### src/rtl/bank_sequencer.sv
// Bank sequencer: tracks (zp),Y opcodes and selects the bank for each bus cycle.
// Exposes writable exec/indirect bank registers at 0x0000/0x0001.
module bank_sequencer #(
    parameter logic [3:0] EXEC_RESET = 4'hF,
    parameter logic [3:0] IND_RESET  = 4'hF
) (
    input  logic        clock,
    input  logic        _reset,
    input  logic        cycle_end,
    input  logic        phi2,
    input  logic        r_w,
    input  logic        sync,
    input  logic        rdy,
    input  logic [15:0] address_cpu,
    input  logic [7:0]  data_in,
    output logic [7:0]  data_out,
    output logic        data_oe,
    output logic [3:0]  address_bank,
    output logic [3:0]  exec_bank,
    output logic [3:0]  ind_bank,
    output logic        ind_active
);

    typedef enum logic [2:0] {
        S_IDLE = 3'd0,
        S_ZP   = 3'd1,
        S_PLO  = 3'd2,
        S_PHI  = 3'd3,
        S_D1   = 3'd4,
        S_D2   = 3'd5
    } state_t;

    localparam logic [7:0] OP_LDA_IZY = 8'hB1;
    localparam logic [7:0] OP_STA_IZY = 8'h91;

    state_t     state_q, state_d;
    logic [3:0] exec_q, exec_d;
    logic [3:0] ind_q, ind_d;

    logic step;
    logic is_indirect;
    logic wr_exec;
    logic wr_ind;
    logic rd_regs;
    logic ind_sel;

    assign step        = cycle_end & rdy;
    assign is_indirect = (data_in == OP_LDA_IZY) | (data_in == OP_STA_IZY);

    // Register writes ignore rdy: a write cycle is never stretched.
    assign wr_exec = cycle_end & ~r_w & (address_cpu == 16'h0000);
    assign wr_ind  = cycle_end & ~r_w & (address_cpu == 16'h0001);

    // Next-state decode; an opcode fetch always restarts the sequence.
    always_comb begin
        state_d = state_q;
        if (step) begin
            if (sync) begin
                state_d = is_indirect ? S_ZP : S_IDLE;
            end else begin
                unique case (state_q)
                    S_IDLE:  state_d = S_IDLE;
                    S_ZP:    state_d = S_PLO;
                    S_PLO:   state_d = S_PHI;
                    S_PHI:   state_d = S_D1;
                    S_D1:    state_d = S_D2;
                    S_D2:    state_d = S_IDLE;
                    default: state_d = S_IDLE;
                endcase
            end
        end
    end

    // Bank register next values from CPU writes.
    always_comb begin
        exec_d = exec_q;
        ind_d  = ind_q;
        if (wr_exec) begin
            exec_d = data_in[3:0];
        end
        if (wr_ind) begin
            ind_d = data_in[3:0];
        end
    end

    // State and bank registers, cleared asynchronously.
    always_ff @(posedge clock or negedge _reset) begin
        if (!_reset) begin
            state_q <= S_IDLE;
            exec_q  <= EXEC_RESET;
            ind_q   <= IND_RESET;
        end else begin
            state_q <= state_d;
            exec_q  <= exec_d;
            ind_q   <= ind_d;
        end
    end

    // D2 with sync high is the next opcode fetch after an uncrossed LDA.
    always_comb begin
        ind_sel = 1'b0;
        if (state_q == S_D1) begin
            ind_sel = 1'b1;
        end else if ((state_q == S_D2) && !sync) begin
            ind_sel = 1'b1;
        end
    end

    // Readback of the bank registers, live even while in reset.
    always_comb begin
        rd_regs  = r_w & phi2 & (address_cpu[15:1] == 15'd0);
        data_out = 8'h00;
        if (rd_regs) begin
            data_out = {4'hF, address_cpu[0] ? ind_q : exec_q};
        end
    end

    assign data_oe      = rd_regs;
    assign ind_active   = ind_sel;
    assign address_bank = ind_sel ? ind_q : exec_q;
    assign exec_bank    = exec_q;
    assign ind_bank     = ind_q;

endmodule
### config.mk
export PLATFORM = sky130hd
export DESIGN_NAME = bank_sequencer
export DESIGN_NICKNAME = d
export VERILOG_FILES = /design/src/rtl/bank_sequencer.sv
export SDC_FILE = /design/constraint.sdc
export NUM_CORES = 1
export LEC_CHECK = 0
export CAP_MARGIN = 25
export CORE_MARGIN = 1.5
export CORE_UTILIZATION = 33
export DETAILED_ROUTE_END_ITERATION = 16
export HOLD_SLACK_MARGIN = 0.03
export PLACE_DENSITY = 0.8
export SLEW_MARGIN = 5
export SYNTH_ARGS = -nofsm -noshare
export SYNTH_HDL_FRONTEND = slang
export SYNTH_SLANG_ARGS = --single-unit
### constraint.sdc
create_clock -name clock -period 1.3 [get_ports clock]
set_input_delay 0.13 -clock clock [delete_from_list [all_inputs] [get_ports clock]]
set_output_delay 0.13 -clock clock [all_outputs]
set_load 0.005 [all_outputs]
==> key figures <==
Run status
  • Outcome: complete, but fails checks
  • Failing checks: negative setup slack

Flow run
  • Maxcap violations: 0

Placement
  • Placed cell area: 1396 um^2
  • GPL Wtd Cong: about 0.75
  • Post-DP HPWL: roughly 1.8 mm
  • IO Port Bufs: a little over 50

Detailed routing
  • WL/cell: roughly 15 um
  • DR vias: roughly 850
  • DR iter-0 viols: 10
  • DRC violations left: 0
  • First-pass DRT Iterations: 4
  • Avg Vias per Cell: approximately 4.8
  • Post-Route WL: around 2.6 mm
  • DRT antenna net count: 0

Setup path
  • Max stage delay cell, worst path: dfrtp_1
  • Top Family by Delay on Critical Path: flip-flops
  • Worst R2R Setup Slack: approximately 160 ps
  • Cell Chain, Critical Path: nand2b_4, a21o_4, mux2_4, buf_6
  • Critical Path Source: state_q[1]
  • R2r endpoint: state_q[2]
  • CP Depth: 4
  • Worst-path fanout max: 5
  • End point of the critical path: address_bank[3]
  • Worst Reg-to-Reg Cells: 3
  • Buf/Inv on CP: 1
  • Startpoint types: flop
  • Critical Path AT: around 1500 ps
  • CP endpoint kind: output pin
  • Reg-to-Reg Start: state_q[2]
  • WS Path Type: flop to output pin
  • Critical path required time: 1170 ps
  • CP max stage delay: just under 400 ps

Yosys
  • Synth Cell Area: approximately 700 um^2
  • Async SR Flop Fraction: 1.000
  • Main synth FF type: dfstp_2
  • Synth area leader: dfstp_2
  • Syn_nets: 97
  • Mapped Cells: 66
  • Post-synth top area share: 0.2942
  • Syn_area_per_cell: approximately 11 um^2
  • Number of synthesized flops with an enable pin: 0
  • Ranking of synthesized cells by area: dfstp_2, mux2_2, dfrtp_1, mux2_4, mux2i_1
  • Commonest cells in the netlist: dfstp_2, mux2_2, nor2_1
  • Sequential share of the synthesized area: 0.3993
  • Yosys warns: 0
  • Synthesized flop and latch total: 11
  • Post-synth cell types: 25

CTS
  • CTS buffer count: 3
  • CTS tree: built
  • Worst-path clk slew: 70 ps
  • Root buffer cell: clkbuf_4
  • Clk sinks: 11
  • Max clock buf depth: 2
  • H-tree depth: 1
  • Latest clock arrival within the worst-skew pair: about 270 ps

Die
  • Full die area: 2453 um^2
  • Ports: 53
  • Core footprint: 2002 um^2
  • Die extent in x: between 40 and 50 um
  • Row count: 16
  • Die span in y: around 50 um
  • Initial Utilization: 0.3569

Cells and area
  • Layout cells sized above 1: 0.6419
  • Sequential cell area: between 200 and 300 um^2
  • Multi-input logic area: ~500 um^2
  • Design area: approximately 1600 um^2
  • Number of fillers in the final layout: ~120
  • Final nets: 180
  • Area growth from synthesis to layout: 124.2%
  • # diodes: 0

Pwr
  • Power per cell area: 804.2 nW/um^2
  • Peak VDD IR: 954.3 uV
  • P_leak: just under 0.8 nW

STA
  • Final Cycle Share: 1.227
  • Fin worst setup slack: -294.5 ps
  • Max-Slew Margin vs Limit: 0.6689
  • Final hold slack: 192.8 ps
  • Fmax: 0.6271 GHz
  • Min Clock Period, post-route: approximately 1600 ps
  • Final Hold Fails: 0
  • Final-report setup violation count: 18
  • Max-slew violations: 0
  • Actual slew at the worst max-slew pin: 495.1 ps
  • Clock skew: a little under 0.4 ps
  • RSZ-0062 raised after global routing: true

Global route
  • Global-route wire length before repair: slightly below 4 mm
  • Largest net degree at the start of global routing: 12
  • GRT overflow: 0
  • Initial antenna violation count: 0
  • Vias in the first global route: ~880
  • Total track usage: 0.2090

Min path
  • Hold WC Path Type: primary input to async pin
-- registers in the layout (all words and copies together), names as in the netlist --
| name | flops |
|---|---|
| ind_bank | 4 |
| state_q | 3 |
| exec_bank | 4 |
-- kinds of logic (layout without fill, tap and decap cells) --
kind of cell	count (synthesis)	count (layout)	synth area share
compound gates	6	6	0.06131
simple gates	24	24	0.1874
buf+inv	7	89	0.05954
flops	11	11	0.3993
xor+xnor	1	1	0.01226
mux	17	17	0.2802
-- cell usage in the layout, fill, tap and decap left out, types with 2 or more instances in the layout --
| cell | instances |
|---|---|
| clkbuf_4 | 3 |
| dfrtp_1 | 3 |
| mux2_4 | 11 |
| buf_2 | 9 |
| nor4_4 | 3 |
| nand2_1 | 6 |
| mux2i_1 | 4 |
| clkdlybuf4s15_1 | 4 |
| clkdlybuf4s50_1 | 12 |
| dfstp_2 | 8 |
| nor2_4 | 2 |
| nor2_2 | 3 |
| buf_4 | 24 |
| buf_6 | 22 |
| o21ai_0 | 2 |
| dlygate4sd2_1 | 11 |
| nor2_1 | 2 |
-- where the power goes --
| part | leakage, nW | internal [W] | total (W) | switching, W |
|---|---|---|---|---|
| clock network | 0.0150 | 0.000119 | 0.000236 | 0.000118 |
| registers | 0.121 | 0.000383 | 0.000419 | 0.0000356 |
| logic | 0.638 | 0.000377 | 0.000633 | 0.000255 |
-- layer usage --
metal  GRT usage  up-vias  wire length (um)
li1            -      400                 -
met1      0.2165      395               958
met2      0.3978       44              1306
met3     0.06061        8               260
met4     0.06481        0                61
met5           0        -                 0
-- worst min-delay path by stage --
stage,cells past startpoint,start,slack [ps],endpoint
floorplan,0,_reset,-170,state_q[0]
global placement,1,_reset,480,state_q[2]
detailed placement,1,_reset,490,state_q[2]
CTS,1,_reset,200,state_q[1]
global route,1,_reset,240,state_q[1]
finish,1,_reset,190,state_q[2]
-- cell type report --
type,instances,area share
Clock buffer,4,0.01641
Tap cell,27,0.02109
Inverter,2,0.009375
Multi-Input combinational cell,48,0.3125
Timing Repair Buffer,83,0.4625
Sequential cell,11,0.1781
-- per-stage QoR --
| stage | cells | setup TNS [ps] | total power [W] | worst slack, ps | util |
|---|---|---|---|---|---|
| after floorplan | 66 | -716.5 | 0.0006298 | -179.1 | - |
| after global placement | 158 | -15040 | 0.0009103 | -827.4 | 0.6975 |
| after detailed placement | 158 | -15900 | 0.0009375 | -888.0 | 0.6975 |
| after CTS | 175 | -2592 | 0.001254 | -295.9 | 0.7706 |
| after global routing | 175 | -3595 | 0.001352 | -316.5 | 0.8000 |
| final | 175 | -2464 | 0.001288 | -294.5 | 0.8000 |
-- what timing repair did --
action / in CTS / in global routing
hold buffers: 0 / 0
setup endpoints to repair: 30 / 22
setup buffers: 13 / 1
pin swaps: 11 / 5
hold endpoints to repair: 0 / 0
resized for setup: 144 / 17
Power figures use the tool's default switching activity.
